===== config.mk =====
export PLATFORM = sky130hd
export DESIGN_NAME = program_loader
export DESIGN_NICKNAME = d
export VERILOG_FILES = /design/src/rtl/program_loader_pkg.sv /design/src/rtl/program_loader_word_assembler.sv /design/src/rtl/program_loader.sv
export SDC_FILE = /design/constraint.sdc
export NUM_CORES = 1
export LEC_CHECK = 0
export ABC_AREA = 1
export CAP_MARGIN = 30
export CORE_UTILIZATION = 60
export DETAILED_ROUTE_END_ITERATION = 6
export PLACE_DENSITY = 0.95
export SKIP_LAST_GASP = 1
export SLEW_MARGIN = 0
export SYNTH_ARGS = -nofsm -noshare
export SYNTH_HDL_FRONTEND = slang
export SYNTH_SLANG_ARGS = --single-unit

===== constraint.sdc =====
create_clock -name clk -period 6.77 [get_ports clk]
set_input_delay 2.031 -clock clk [delete_from_list [all_inputs] [get_ports clk]]
set_output_delay 2.031 -clock clk [all_outputs]
set_load 0.1 [all_outputs]

===== src/rtl/program_loader_pkg.sv =====
// Shared constants and loader state encoding for the instruction-memory program loader.
package program_loader_pkg;

    localparam int DEF_DATA_WIDTH = 32;
    localparam int DEF_BYTE_WIDTH = 8;
    localparam int DEF_ADDR_WIDTH = 10;
    localparam int DEF_MEM_DEPTH  = 1024;

    localparam int LEN_BYTES      = 2;
    localparam int BYTES_PER_WORD = DEF_DATA_WIDTH / DEF_BYTE_WIDTH;

    typedef enum logic [2:0] {
        S_IDLE,
        S_LEN0,
        S_LEN1,
        S_DATA,
        S_WRITE,
        S_CSUM,
        S_DONE,
        S_ERR
    } loader_state_e;

endpackage


===== src/rtl/program_loader_word_assembler.sv =====
// Packs accepted stream bytes little-endian into one instruction word; word_full flags the
// byte that completes the word, and word_next already contains that byte.
module program_loader_word_assembler
    import program_loader_pkg::*;
#(
    parameter int DATA_WIDTH = DEF_DATA_WIDTH,
    parameter int BYTE_WIDTH = DEF_BYTE_WIDTH
)(
    input  logic                  clk,
    input  logic                  arst,
    input  logic                  clear,
    input  logic                  byte_en,
    input  logic [BYTE_WIDTH-1:0] byte_in,
    output logic [DATA_WIDTH-1:0] word_next,
    output logic                  word_full
);

    localparam int LANES = DATA_WIDTH / BYTE_WIDTH;
    localparam int CNT_W = $clog2(LANES);

    logic [CNT_W-1:0]                  byte_cnt;
    logic [LANES-1:0][BYTE_WIDTH-1:0]  lanes;
    logic [LANES-1:0][BYTE_WIDTH-1:0]  lanes_nxt;

    always_comb begin
        lanes_nxt = lanes;
        if (byte_en) begin
            lanes_nxt[byte_cnt] = byte_in;
        end
    end

    assign word_next = lanes_nxt;
    assign word_full = byte_en && (byte_cnt == CNT_W'(LANES - 1));

    always_ff @(posedge clk or posedge arst) begin
        if (arst) begin
            byte_cnt <= '0;
            lanes    <= '0;
        end else if (clear) begin
            byte_cnt <= '0;
        end else if (byte_en) begin
            lanes    <= lanes_nxt;
            byte_cnt <= byte_cnt + 1'b1;
        end
    end

endmodule


===== src/rtl/program_loader.sv =====
// Host byte-stream loader: writes a length-prefixed image into instruction memory and holds
// the core until done. Define PROGRAM_LOADER_CHECKSUM_EN to require a trailing XOR checksum byte.
//
// state   | meaning
// IDLE    | after reset, waiting for start
// LEN0    | accept word-count low byte
// LEN1    | accept word-count high byte, range check
// DATA    | accept data bytes into the word assembler
// WRITE   | one-cycle instruction-memory write strobe
// CSUM    | accept and compare checksum byte
// DONE    | image complete, core released
// ERR     | load aborted, core held
module program_loader
    import program_loader_pkg::*;
#(
    parameter int DATA_WIDTH = DEF_DATA_WIDTH,
    parameter int ADDR_WIDTH = DEF_ADDR_WIDTH,
    parameter int BYTE_WIDTH = DEF_BYTE_WIDTH,
    parameter int MEM_DEPTH  = DEF_MEM_DEPTH
)(
    input  logic                  clk,
    input  logic                  arst,
    input  logic                  start,
    input  logic [BYTE_WIDTH-1:0] byte_in,
    input  logic                  byte_valid,
    output logic                  byte_ready,
    output logic [ADDR_WIDTH-1:0] wr_addr,
    output logic [DATA_WIDTH-1:0] wr_data,
    output logic                  wr_en,
    output logic                  core_hold,
    output logic                  done,
    output logic                  error
);

    localparam int LANES      = DATA_WIDTH / BYTE_WIDTH;
    localparam int LEN_W      = LEN_BYTES * BYTE_WIDTH;
    localparam int WORD_SHIFT = $clog2(LANES);
    localparam logic [LEN_W-1:0] MAX_WORDS = LEN_W'(MEM_DEPTH / LANES);

`ifdef PROGRAM_LOADER_CHECKSUM_EN
    localparam loader_state_e IMAGE_END = S_CSUM;
`else
    localparam loader_state_e IMAGE_END = S_DONE;
`endif

    loader_state_e         state, state_nxt;
    logic [BYTE_WIDTH-1:0] len_lo;
    logic [LEN_W-1:0]      len_value, word_count, word_index;
    logic                  load_start, data_accept, word_full, last_word;
    logic [DATA_WIDTH-1:0] word_next;
`ifdef PROGRAM_LOADER_CHECKSUM_EN
    logic [BYTE_WIDTH-1:0] csum;
`endif

    assign byte_ready  = state inside {S_LEN0, S_LEN1, S_DATA, S_CSUM};
    assign data_accept = byte_valid && byte_ready && (state == S_DATA);
    assign len_value   = {byte_in, len_lo};
    assign last_word   = (word_index + 1'b1) == word_count;
    assign load_start  = start && (state inside {S_IDLE, S_DONE, S_ERR});

    program_loader_word_assembler #(
        .DATA_WIDTH (DATA_WIDTH),
        .BYTE_WIDTH (BYTE_WIDTH)
    ) u_word_assembler (
        .clk       (clk),
        .arst      (arst),
        .clear     (load_start),
        .byte_en   (data_accept),
        .byte_in   (byte_in),
        .word_next (word_next),
        .word_full (word_full)
    );

    always_ff @(posedge clk or posedge arst) begin
        if (arst) begin
            state <= S_IDLE;
        end else begin
            state <= state_nxt;
        end
    end

    always_comb begin
        state_nxt = state;
        wr_en     = 1'b0;
        core_hold = 1'b1;
        done      = 1'b0;
        error     = 1'b0;
        case (state)
            S_IDLE:  if (load_start) state_nxt = S_LEN0;
            S_LEN0:  if (byte_valid) state_nxt = S_LEN1;
            S_LEN1: begin
                if (byte_valid) begin
                    if (len_value == '0)            state_nxt = IMAGE_END;
                    else if (len_value > MAX_WORDS) state_nxt = S_ERR;
                    else                            state_nxt = S_DATA;
                end
            end
            S_DATA:  if (word_full) state_nxt = S_WRITE;
            S_WRITE: begin
                wr_en     = 1'b1;
                state_nxt = last_word ? IMAGE_END : S_DATA;
            end
`ifdef PROGRAM_LOADER_CHECKSUM_EN
            S_CSUM:  if (byte_valid) state_nxt = (byte_in == csum) ? S_DONE : S_ERR;
`endif
            S_DONE: begin
                core_hold = 1'b0;
                done      = 1'b1;
                if (load_start) state_nxt = S_LEN0;
            end
            S_ERR: begin
                error = 1'b1;
                if (load_start) state_nxt = S_LEN0;
            end
            default: state_nxt = S_IDLE;
        endcase
    end

    // Address/data are captured with the completing byte so they are stable throughout WRITE
    // and keep their last value afterwards.
    always_ff @(posedge clk or posedge arst) begin
        if (arst) begin
            len_lo     <= '0;
            word_count <= '0;
            word_index <= '0;
            wr_addr    <= '0;
            wr_data    <= '0;
        end else begin
            if (load_start) word_index <= '0;
            else if (state == S_WRITE) word_index <= word_index + 1'b1;
            if (state == S_LEN0 && byte_valid) len_lo <= byte_in;
            if (state == S_LEN1 && byte_valid) word_count <= len_value;
            if (word_full) begin
                wr_addr <= ADDR_WIDTH'(word_index) << WORD_SHIFT;
                wr_data <= word_next;
            end
        end
    end

`ifdef PROGRAM_LOADER_CHECKSUM_EN
    always_ff @(posedge clk or posedge arst) begin
        if (arst) begin
            csum <= '0;
        end else if (load_start) begin
            csum <= '0;
        end else if (data_accept) begin
            csum <= csum ^ byte_in;
        end
    end
`endif

endmodule

# Word-level counts from Yosys, hierarchy flattened
# Index checks and enable logic that the tools add are counted.
# totals
regBits	117
# op_classes
n_addsub	2
order_cmp	3
eq_ne	13
mux	20
bitwise_logic	1
reduce_logical	16
# op_table
op	count
bitwise mux 32 bit	1
2-to-1 mux 16 bit	2
2-to-1 mux 32 bit	1
2-to-1 mux 3 bit	7
adder 16 x 1 -> 16 bit (second input constant)	1
demux 8 bit (select 2 bit)	1
== test 16 bit	1
> comparator 16 x 9 -> 1 bit (second input constant)	1
logical NOT 16 bit	1
case mux 3 bit (5 select lines)	1
== test 3 bit (second input constant)	4
2-to-1 mux 8 bit	1
logical AND 1 bit	7
== test 3 x 2 -> 1 bit (second input constant)	2
2-to-1 mux 1 bit	4
2-to-1 mux 2 bit	2
inequality test 2 x 1 -> 1 bit (second input constant)	2
inequality test 2 bit (second input constant)	2
AND reduction 4 bit	1
nonzero test 2 bit	2
nonzero test 4 bit	1
== test 3 x 1 -> 1 bit (second input constant)	1
logical NOT 3 bit	1
< comparator 2 x 3 -> 1 bit (second input constant)	1
other kinds (7)	7

# Logic depth before layout (Yosys ltp)
# Gate-level depths: netlist of run 1.
# depth
word_depth	7
depth_mapped	16
depth_no_buf	16

# Cells and area by module
# A second synthesis of run 1 with hierarchy kept.
# hier_totals
hier_cells	830
area_unflattened_um2	6118.4
# modules_own_cells
module	instances	cells_each	area_per_inst_um2	seq_area_each_um2
program_loader	1	529	3990.1	2077.0
program_loader_word_assembler	1	301	2128.3	850.8

# Worst setup path after synthesis of run 1
# Ideal clock, no wire load.
# synth_timing
kind	flip-flop to output port
from	register state[2]
to	output core_hold
arrival_time_ns	3.806
slack_ns	0.933
path_stages_with_launch	4
cell_sequence	dfrtp_1 inv_1 nor3_1 inv_1
# synth_between
elab_chain_cells	2
# synth_lines
item	line	rtl
from (decl)	program_loader.sv:46	loader_state_e state, state_nxt;
from (signal assigned)	program_loader.sv:78	state <= state_nxt;
== test 3 bit	program_loader.sv:88	case (state)
2-to-1 mux 1 bit	program_loader.sv:88	
to (decl)	program_loader.sv:30	output logic core_hold,
# No other way between the ends.

# Worst setup path in the final report of run 1
# layout_timing
from	register state[0]
to	output wr_en
# layout_between
elab_chain_cells	2
# layout_lines
item	line	rtl
== test 3 bit	program_loader.sv:88	
2-to-1 mux 1 bit	program_loader.sv:88	
to (decl)	program_loader.sv:29	output logic wr_en,
# No other way between the ends.

==> impl_metrics.ini, run 1 <==
[worst_setup_path]
cp-end-kind = primary output
cpMaxStageDelayCell = clkdlybuf4s50_1
cp.arrival_ps = 2830
slowest_delay_ps = 1080
cp.required_ps = 4740
worstSetupPathType = reg -> out
crit_chain = nor2_1 -> nand2_1 -> clkinv_1 -> clkdlybuf4s50_1
crit_fanout = 13
start_kind = register

[routing]
dr.pass1.iters = 6
drt_iter0_drc = 271
ant_nets = 0
via_count = 4198
via_per_inst = 5.42
drcViolationCount = 0
wl_per_cell_um = 14.6
wl_um = 11300

[timing]
slew_viol_final = 0
tightest_slew_ps = 1030
min_period_over_period = 0.718
final-hold-violation-count = 0
fin_crit_ps = 4860
maxSlewHeadroom = 0.311
final-setup-viol-count = 0
rsz0062_at_grt = no
fin_skew_ps = 11.7
setup_tns_ps = 0
timing.fmax_ghz = 0.206

[logic_synthesis]
ys_types = 34
synth_area_mm2 = 0.00505
ys_ff_latch = 109
syn_area_per_cell_um2 = 8.22
syn_inst = 615
seq_area_frac_synth = 0.540
yosysWarnings = 0

[global_route]
grt_max_degree = 58
track_usage = 0.278
antenna_found_initial = 0
grt-ovfl-total = 0
grt_pass1_wl_um = 18900
first_global_vias = 4137

[clock_network]
clockBufferDepth = 2
cts.sinks = 109
hold_buffers = 0
clk_latency_ps = 380
htreeDepth = 3
numCtsBuffers = 9
clockRootBuffer = clkbuf_8
cts_setup_buffers = 0
cts_tree = done
path_clk_slew_ps = 110
cts_resized = 0

[floorplan]
dieWidth_um = 93.8
initial_core_util = 0.618
die_area_mm2 = 0.00880
core_area_mm2 = 0.00818
fp.dieH_um = 93.8
row_count = 33
ios = 59

[placement]
dp_hpwl_um = 7920
io_buffers = 56
globalplace.congestion = 0.855

[power_and_ir_drop]
peakVddDrop_v = 0.000206
power_density_mw_per_mm2 = 337
p_leak_nw = 2.88

[finish]
n_antenna_cell = 0
fin_nets = 681
area_growth_pct = 15.9
drive_gt1_frac = 0.0837
post-route-util = 0.717

[outcome]
outcome = complete, no violations

[job]
cap_viol_max_count = 0

[worst_hold_path]
hold_class = reg -> reg
## kinds of logic (layout without fill, tap and decap cells)
| kind of cell | Yosys count | after routing | synth area share |
|---|---|---|---|
| adder cells (fa/ha/maj) | 5 | 5 | 0.0124 |
| buffers and inverters | 82 | 135 | 0.0668 |
| flip-flops | 109 | 109 | 0.540 |
| XOR/XNOR | 3 | 3 | 0.00817 |
| other | 1 | 2 | 0.000742 |
| AND/OR/NAND/NOR | 331 | 331 | 0.280 |
| AO/OA/AOI/OAI | 84 | 84 | 0.0926 |
## power breakdown
part           internal, mW  switching (mW)  total [mW]
clock network         0.147           0.248       0.395
registers             0.795          0.0959       0.891
logic                 0.202           0.489       0.691
## area by class of cell
class	instances	area (µm²)
clock inverters	7	77.6
multi-input cells	425	1990
well taps	105	131
flip-flops and latches	109	2730
repair buffers	57	568
clock buffers	9	124
fillers	577	2320
inverters	62	238
## placed cells by master (no fill, tap or decap), types with 7 or more instances in the layout
cell	netlist	layout
nand2_1	211	211
dfrtp_1	109	109
clkdlybuf4s50_1	0	56
inv_1	53	52
nor2_1	51	51
o21ai_0	42	42
nand3_1	30	30
o21ai_1	14	14
o22ai_1	11	11
nand4_1	9	9
clkbuf_8	0	9
nor2_2	8	8
nand2_2	8	8
a21oi_1	8	8
inv_2	7	7
## state kept, by name (all words and copies together) (netlist names)
register and flops:
len_lo 8, state 3, wr_addr 8, word_index 16, wr_data 32, u_word_assembler.byte_cnt 2, u_word_assembler.lanes 24, word_count 16
## layer usage
metal,vias to the layer above,track usage,wire [µm]
li1,2030,-,-
met1,1993,0.355,4840
met2,139,0.465,5540
met3,36,0.0599,642
met4,0,0.108,303
met5,-,0,0
## cell usage after synthesis
library cell	count	area [µm²]
nand2_1	211	792
dfrtp_1	109	2730
inv_1	53	199
nor2_1	51	191
o21ai_0	42	210
nand3_1	30	150
o21ai_1	14	70.1
o22ai_1	11	68.8
buf_2	10	50.1
nand4_1	9	56.3
a21oi_1	8	40.0
nand2_2	8	50.1
nor2_2	8	50.1
clkbuf_1	7	26.3
inv_2	7	26.3
ha_1	5	62.6
nor2_4	5	56.3
nand3b_1	4	30.0
o21ai_2	4	35.0
a21oi_2	3	26.3
buf_4	2	15.0
nor3_1	2	10.0
a22o_1	1	8.76
and2_1	1	6.26
buf_6	1	11.3
clkinv_1	1	3.75
conb_1	1	3.75
inv_4	1	6.26
nand2_4	1	11.3
nand3_2	1	10.0
o2111ai_1	1	8.76
xnor2_1	1	8.76
xor2_1	1	8.76
xor3_1	1	23.8
## worst max-delay path: cells and delay by family, from the launching register on
kind | cells | cell delay, ps
buf+inv | 2 | 1530
flops | 1 | 470
simple gates | 2 | 450
## through the flow
| stage | setup slack, ps | hold WS [ps] | power (mW) | instance area, µm² | instances |
|---|---|---|---|---|---|
| floorplan | 933 | 443 | 1.42 | 5060 | 616 |
| detailed placement | 2370 | 458 | 1.58 | 5660 | 758 |
| CTS | 1910 | 483 | 1.97 | 5860 | 774 |
| finish | 1910 | 485 | 1.98 | 5860 | 774 |
| global route | 1760 | 511 | 2.09 | 5860 | 774 |
| global placement | 2430 | 453 | 1.54 | 5660 | 758 |
## path summary, 6_finish.rpt
path                                        endpoint  depth (start not counted)  slack, ps                 startpoint
max                                            wr_en                          4       1910                   state[0]
min                        u_word_assembler.lanes[0]                          2        490  u_word_assembler.lanes[0]
max reg2reg                              wr_data[17]                         10       4270                   state[1]
min reg2reg                u_word_assembler.lanes[0]                          2        490  u_word_assembler.lanes[0]
max in group asynchronous             word_count[12]                          3       3530                       arst
min in group asynchronous                wr_data[13]                          2       2110                       arst
Note: power is estimated with default switching activity, not from simulation.
==> inputs of run 2 (changes only) <==
Settings changed: CORE_UTILIZATION 60 to 56, PLACE_DENSITY 0.95 to 0.9.
Clock period 6.77 ns to 4.7 ns, I/O delays scaled along.
==> run 2 against run 1 <==
Effect of this change: largest power group unchanged; sequential share of layout area decreased by 0.38 points; flip-flop and latch count stayed put; clock power grew 44%; clock skew down 1.8 ps; non-clock buffer count grew 3; setup slack got worse by 1000 ps; first-iteration DRC count is 8.1% lower; die area rose by 7.0%; utilization fell by 3.9 points; largest cell class unchanged; count of clock-buffer cells in the layout did not move; combinational power increased by 48%.
==> impl_metrics.ini, run 2 (same netlist as run 1, synthesis figures left out) <==
[timing]
fin_skew_ps = 9.96
final-hold-violation-count = 0
hold_slack_ps = 491
timing.fmax_ghz = 0.262
slew_viol_final = 0
final-setup-viol-count = 0
tightest_slew_ps = 1020
min_period_over_period = 0.811
setup_tns_ps = 0
maxSlewHeadroom = 0.319
fin_crit_ps = 3810
rsz0062_at_grt = no

[finish]
fin_nets = 684
top_regs = wr_data x32, u_word_assembler.lanes x24
drive_gt1_frac = 0.0908
layout_common_cells = 211 x nand2_1, 109 x dfrtp_1, 55 x clkdlybuf4s50_1, 52 x inv_1, 51 x nor2_1
area_growth_pct = 16.9
regMostFlops = wr_data
postLayoutCellArea_mm2 = 0.00591
post-route-util = 0.677
layout_commonest_cell = nand2_1
largest_register_ff_count = 32
n_antenna_cell = 0

[worst_setup_path]
crit_buf_inv = 3
cp-end-kind = primary output
worstSetupPathType = reg -> out
rr_startpoint = word_index[0]
cpMaxStageDelayCell = clkdlybuf4s50_1
cp.required_ps = 3290
slowest_delay_ps = 1140
start_kind = register
cp_top_family = buffers and inverters
cp.arrival_ps = 2400
crit_fanout = 6
crit_chain = inv_2 -> nor2_2 -> inv_1 -> nand2_1 -> clkdlybuf4s50_1
startpoint = state[0]

[routing]
via_per_inst = 5.42
wl_um = 11700
via_count = 4227
wl_per_cell_um = 15.0
ant_nets = 0
drt_iter0_drc = 249
dr.pass1.iters = 5
drcViolationCount = 0

[power_and_ir_drop]
p_total_mw = 2.88
combPwrFrac = 0.356
p_leak_nw = 2.90
power_density_mw_per_mm2 = 487
seq_power_share = 0.446
p_clk_frac = 0.198
peakVddDrop_v = 0.000313
p_int_mw = 1.65
p_sw_mw = 1.23
p_sw_frac = 0.426

[global_route]
track_usage = 0.268
antenna_found_initial = 0
grt_pass1_wl_um = 20200
grt-ovfl-total = 0
grt_max_degree = 71
first_global_vias = 4305

[floorplan]
ios = 59
dieWidth_um = 97.0
row_count = 34
die_area_mm2 = 0.00941
fp.dieH_um = 97.0
core_area_mm2 = 0.00872
initial_core_util = 0.580

[job]
cap_viol_max_count = 0

[clock_network]
hold_buffers = 0
clk_latency_ps = 380
clockBufferDepth = 2
numCtsBuffers = 9
cts_setup_buffers = 0
clockRootBuffer = clkbuf_8
htreeDepth = 3
cts_resized = 0
cts_tree = done
path_clk_slew_ps = 110
cts.sinks = 109

[worst_hold_path]
hold_class = reg -> reg
min-delay-start = wr_addr[8]

[placement]
globalplace.congestion = 0.841
placed_area_mm2 = 0.00571
dp_hpwl_um = 8270
io_buffers = 56

[outcome]
outcome = complete, no violations
==> run 2: worst min-delay path, delay by kind of cell, from the launching register on <==
kind | cells | cell delay, ps
compound gates | 1 | 50
flops | 1 | 360
simple gates | 1 | 50
==> run 2: metal layers <==
| layer | routed length [µm] | part of all wire | vias to the layer above | global-route usage |
|---|---|---|---|---|
| met2 | 5760 | 0.49 | 147 | 0.443 |
| met5 | 0 | 0 | - | 0 |
| met3 | 653 | 0.056 | 36 | 0.0643 |
| met1 | 4920 | 0.42 | 1996 | 0.337 |
| met4 | 380 | 0.032 | 0 | 0.119 |
| li1 | - | - | 2048 | - |
==> run 2: layout make-up <==
cell class	count	area, µm²
clock buffers	9	124
flip-flops and latches	109	2730
multi-input cells	425	2000
clock inverters	7	77.6
inverters	62	238
fillers	638	2810
repair buffers	60	608
well taps	108	135
==> run 2: through the flow <==
stage | setup WS (ps) | cells
global placement | 1440 | 763
detailed placement | 1360 | 764
global route | 812 | 780
finish | 890 | 780
floorplan | 416 | 616
CTS | 938 | 780
==> run 2: path summary, 6_finish.rpt <==
kind                                               to  slack, ps  cells after the start
max in group asynchronous                  wr_data[0]       2450                      4
max reg2reg                                  state[0]       2630                     14
max                                        byte_ready        890                      5
min reg2reg                                wr_addr[8]        490                      2
min in group asynchronous  u_word_assembler.lanes[10]       1330                      2
min                                        wr_addr[8]        490                      2
==> run 2: power by group through the flow <==
stage / Combinational [mW] / Clock [mW] / Sequential [mW]
after global placement: 0.955 / 0 / 1.28
final: 1.02 / 0.570 / 1.29
after detailed placement: 1.01 / 0 / 1.30
after global routing: 1.14 / 0.609 / 1.31
after CTS: 1.02 / 0.576 / 1.28
after floorplan: 0.651 / 0 / 1.39
